$ cat src/rtl/frame_transmitter.sv
// frame_transmitter: serialises a payload word MSB byte first, appends a
// CRC-16/BUYPASS checksum and separates frames with K28.1 comma symbols.
// One symbol is emitted per word tick.
module frame_transmitter #(
  parameter int unsigned PAYLOAD_BYTES = 8,
  parameter int unsigned MIN_COMMAS    = 2
) (
  input  logic                       clk,
  input  logic                       reset,
  input  logic                       word_tick_i,
  input  logic                       send_i,
  input  logic [8*PAYLOAD_BYTES-1:0] payload_i,
  output logic                       ready_o,
  output logic [7:0]                 data_o,
  output logic                       k_o,
  output logic                       frame_start_o,
  output logic                       frame_sent_o
);

  localparam int unsigned PW = 8 * PAYLOAD_BYTES;
  localparam int unsigned CW = $clog2(MIN_COMMAS + 1);
  localparam int unsigned BW = $clog2(PAYLOAD_BYTES + 1);
  localparam logic [7:0]  COMMA_SYM = 8'h3C;

  typedef enum logic [1:0] {
    S_COMMA,
    S_PAYLOAD,
    S_CRC_HI,
    S_CRC_LO
  } state_t;

  state_t          state;
  logic [PW-1:0]   hold;
  logic [PW-1:0]   shift;
  logic            pending;
  logic [15:0]     crc;
  logic [BW-1:0]   byte_cnt;
  logic [CW-1:0]   comma_cnt;

  logic            accept;
  logic            start;
  logic            pending_next;
  logic [7:0]      hold_head;
  logic [7:0]      shift_head;

  // CRC-16 poly 0x8005, one byte, MSB first, no reflection
  function automatic logic [15:0] crc_step(input logic [15:0] c, input logic [7:0] b);
    logic [15:0] r;
    logic [7:0]  d;
    r = c;
    d = b;
    for (int unsigned i = 0; i < 8; i++) begin
      if (r[15] ^ d[7]) r = (r << 1) ^ 16'h8005;
      else              r = r << 1;
      d = d << 1;
    end
    return r;
  endfunction

  // Acceptance / frame-start decode; a start and a new acceptance may coincide
  always_comb begin
    accept       = send_i && ready_o;
    start        = word_tick_i && (state == S_COMMA) && pending &&
                   (comma_cnt >= CW'(MIN_COMMAS));
    pending_next = pending;
    if (start)  pending_next = 1'b0;
    if (accept) pending_next = 1'b1;
    hold_head    = hold[PW-1 -: 8];
    shift_head   = shift[PW-1 -: 8];
  end

  // Holding register and registered ready flag
  always_ff @(posedge clk) begin
    if (reset) begin
      pending <= 1'b0;
      ready_o <= 1'b1;
      hold    <= '0;
    end else begin
      pending <= pending_next;
      ready_o <= !pending_next;
      if (accept) hold <= payload_i;
    end
  end

  // Symbol sequencer: commas, payload bytes, CRC high, CRC low
  always_ff @(posedge clk) begin
    if (reset) begin
      state         <= S_COMMA;
      comma_cnt     <= CW'(MIN_COMMAS);
      crc           <= '0;
      shift         <= '0;
      byte_cnt      <= '0;
      data_o        <= COMMA_SYM;
      k_o           <= 1'b1;
      frame_start_o <= 1'b0;
      frame_sent_o  <= 1'b0;
    end else begin
      frame_start_o <= 1'b0;
      frame_sent_o  <= 1'b0;
      if (word_tick_i) begin
        case (state)
          S_COMMA: begin
            if (start) begin
              data_o        <= hold_head;
              k_o           <= 1'b0;
              shift         <= hold << 8;
              crc           <= crc_step('0, hold_head);
              byte_cnt      <= BW'(1);
              frame_start_o <= 1'b1;
              state         <= (PAYLOAD_BYTES == 1) ? S_CRC_HI : S_PAYLOAD;
            end else begin
              data_o <= COMMA_SYM;
              k_o    <= 1'b1;
              if (comma_cnt < CW'(MIN_COMMAS)) comma_cnt <= comma_cnt + CW'(1);
            end
          end
          S_PAYLOAD: begin
            data_o <= shift_head;
            k_o    <= 1'b0;
            shift  <= shift << 8;
            crc    <= crc_step(crc, shift_head);
            if (byte_cnt == BW'(PAYLOAD_BYTES - 1)) state <= S_CRC_HI;
            else                                    byte_cnt <= byte_cnt + BW'(1);
          end
          S_CRC_HI: begin
            data_o <= crc[15:8];
            k_o    <= 1'b0;
            state  <= S_CRC_LO;
          end
          S_CRC_LO: begin
            data_o       <= crc[7:0];
            k_o          <= 1'b0;
            frame_sent_o <= 1'b1;
            comma_cnt    <= '0;
            state        <= S_COMMA;
          end
          default: state <= S_COMMA;
        endcase
      end
    end
  end

endmodule

$ cat config.mk
export PLATFORM = sky130hd
export DESIGN_NAME = frame_transmitter
export DESIGN_NICKNAME = d
export VERILOG_FILES = /design/src/rtl/frame_transmitter.sv
export SDC_FILE = /design/constraint.sdc
export NUM_CORES = 1
export LEC_CHECK = 0
export ABC_AREA = 1
export CORE_UTILIZATION = 54
export CTS_CLUSTER_SIZE = 16
export DETAILED_ROUTE_END_ITERATION = 12
export PLACE_DENSITY = 0.78
export SETUP_SLACK_MARGIN = 0.02
export SYNTH_ARGS = -nofsm -noshare
export SYNTH_HDL_FRONTEND = slang
export SYNTH_SLANG_ARGS = --single-unit
$ cat constraint.sdc
create_clock -name clk -period 3.45 [get_ports clk]
set_clock_uncertainty 0.2 [all_clocks]
set_input_delay 0.5175 -clock clk [delete_from_list [all_inputs] [get_ports clk]]
set_output_delay 0.5175 -clock clk [all_outputs]
set_load 0.01 [all_outputs]
==> impl_metrics.ini <==
[yosys]
ys_top_cells_by_area = dfxtp_1, nand2_1, o21ai_0
ys_seq_area_share_pct = 47.2
synth_top_cell_by_area = dfxtp_1
ys_top_cells_by_count = nand2_1, dfxtp_1, nor2_1
synth_area_sq_um = 6660
synthArstFlopShare_pct = 0
syn_avg_cell_area_sq_um = 7.33
yosys_warnings = 0
yosysUniqueCellTypes = 39
syn_inst = 908
synth_fp_nets = 982
synth_edf_count = 0
post-synth-top-count-cell = nand2_1
ys_ff_latch = 157
synth_flop_cell = dfxtp_1
synth_top_area_share_pct = 47.2

[flow_run]
max_cap_violations = 0

[floorplan]
start_util_pct = 55.4
die-area_sq_um = 12800
ioPinCount = 80
rows = 40
core_region_area_sq_um = 12000
die_h_um = 113
dieWidth_um = 113

[clock_network]
tritoncts = built
post_cts_resize_count = 0
cts_setup_buffers = 0
cts.path.max_buffers = 2
numCtsBuffers = 17
root_buffer = clkbuf_16
clk-insertion-delay-late_ns = 0.42
htreeDepth = 4
clk_pin_slew_ns = 0.06
clock-sinks = 157
ctsHoldBuffers = 0

[setup_path]
start_kind = flop
crit_top_cell = a21oi_1
crit_type = flop to flop
cp_top_family = compound AO/OA/AOI/OAI gates
cp_cell_sequence = inv_1 -> ha_1 -> nand2_1 -> nor2_1 -> o21a_4 -> inv_4 -> o21ai_4 -> inv_2 -> a21oi_1 -> a21oi_1
critPathBufInv = 3
startpoint = state[0]$_SDFFE_PP0P_
critical-path-max-stage-delay_ns = 0.39
crit_arrival_ns = 2.68
critPathCaptureType = flop
r2r-start = state[0]$_SDFFE_PP0P_
cp_max_fo = 25
slowest_stage = ha_1
critPathRequiredTime_ns = 3.55

[global_route]
grt_max_degree = 108
antenna_found_initial = 0
grt_overflow = 0
track_usage_pct = 26.3
grt_pass1_vias = 5692
grt_pass1_wl_um = 26800

[drt]
wl_um = 15700
drcViolationCount = 0
ant_nets = 0
drt-initial-drc-count = 504
wl_per_cell_um = 14.1
vias = 6108
via_per_inst = 5.49
dr.pass1.iters = 5

[run_status]
status = completed

[final_layout]
layout-drive-gt1-share_pct = 6.11
seq_area_sq_um = 3140
synthToLayoutAreaGrowth_pct = 22.1
multi_input_area_sq_um = 3100
n_antenna_cell = 0
nFillCells = 1021
nNetsFinal = 1026

[sta]
fmaxAchievable_mhz = 387
rsz0062_at_grt = false
relSlewSlack_pct = 50.7
final.setup.tns_ns = 0
max_slew.worst_pin.slew_ns = 0.740
fin_crit_ns = 2.58
hold_viol = 0
setup_violations = 0
maxSlewViolCount = 0
min_period_over_period_pct = 74.8

[power]
p_sw_share_pct = 31.8
leakagePower_nw = 3.15
p_seq_share_pct = 38.9
power.switching_mw = 1.85
clockPowerShare_pct = 36.4
powerDensity_nw_per_um2 = 715
p_total_mw = 5.81
pwr-share-comb_pct = 24.6
p_int_mw = 3.97
irDropWorstVdd_v = 0.000352

[place]
port_buffers = 79
dp_hpwl_um = 10200
gp_congestion = 0.880

[hold_path]
worstHoldStart = shift[12]$_SDFFE_PP0P_
hp-class = flop to flop
-- metrics by stage --
stage | setup WS (ns) | util, % | cell area, sq um | instances | hold slack (ns)
2_1_floorplan | 1.50 | - | 6660 | 908 | 0.240
3_3_place_gp | 0.608 | 62.1 | 7450 | 1080 | 0.251
3_5_place_dp | 0.539 | 62.1 | 7450 | 1080 | 0.254
4_1_cts | 0.895 | 67.6 | 8130 | 1112 | 0.261
5_1_grt | 0.623 | 67.6 | 8130 | 1112 | 0.281
6_report | 0.869 | 67.6 | 8130 | 1112 | 0.265
-- final timing paths --
path / depth (start not counted) / slack (ns) / end
worst max-delay path: 10 / 0.87 / crc[5]$_SDFFE_PP0P_
worst min-delay path: 2 / 0.26 / shift[12]$_SDFFE_PP0P_
worst max register to register: 10 / 0.87 / crc[5]$_SDFFE_PP0P_
worst min register to register: 2 / 0.26 / shift[12]$_SDFFE_PP0P_
-- power groups by stage --
| stage | logic, mW | registers, mW | clock network (mW) |
|---|---|---|---|
| floorplan | 1.07 | 2.25 | 0 |
| global placement | 1.37 | 2.29 | 0 |
| detailed placement | 1.40 | 2.29 | 0 |
| CTS | 1.42 | 2.26 | 2.13 |
| global route | 1.62 | 2.29 | 2.21 |
| finish | 1.43 | 2.26 | 2.12 |
-- worst min-delay path, cell delays in order, from the launching register on --
cell and delay [ns]:
dfxtp_1 0.31, nand2_1 0.06, a21oi_1 0.05
-- metal layers --
metal / vias to the layer above / GRT usage, % / share of wire [%]
li1: 3109 / - / -
met1: 2803 / 34.1 / 45
met2: 164 / 43.2 / 48
met3: 32 / 5.14 / 4.9
met4: 0 / 10.5 / 2.1
met5: - / 0 / 0
-- registers in the layout, summed over array words and instances (netlist names) --
register	cells
ready_o	1
frame_start_o	1
state	2
frame_sent_o	1
hold	64
pending	1
shift	56
k_o	1
data_o	8
crc	16
byte_cnt	4
comma_cnt	2
-- layout make-up --
| cell class | instances | area share [%] |
|---|---|---|
| flip-flops and latches | 157 | 38.7 |
| multi-input cells | 650 | 38.2 |
| repair buffers | 87 | 10.8 |
| clock buffers | 20 | 5.62 |
| clock inverters | 12 | 2.65 |
| well taps | 147 | 2.26 |
| inverters | 39 | 1.83 |
-- kinds of logic (layout without fill, tap and decap cells) --
family	count (synthesis)	after routing	share of synthesized area (%)
adder cells (fa/ha/maj)	6	6	1.13
flip-flops	157	157	47.2
AO/OA/AOI/OAI	244	244	20.9
XOR/XNOR	12	12	1.69
buffers and inverters	101	158	6.26
AND/OR/NAND/NOR	388	388	22.8
-- placed cells by master, fill, tap and decap left out, types with 5 or more instances in the layout --
cell type        count
o21ai_0            129
nand3_1             26
inv_1               30
clkbuf_16           17
ha_1                 5
nor2_1             148
xnor2_1              5
a21oi_1             35
o221ai_1             6
clkdlybuf4s50_1     79
nand2_1            203
dfxtp_1            157
buf_4                6
a31oi_1             48
a22oi_1              9
bufinv_16            6
inv_2                8
xor2_1               6
(Power assumes the default switching activity.)
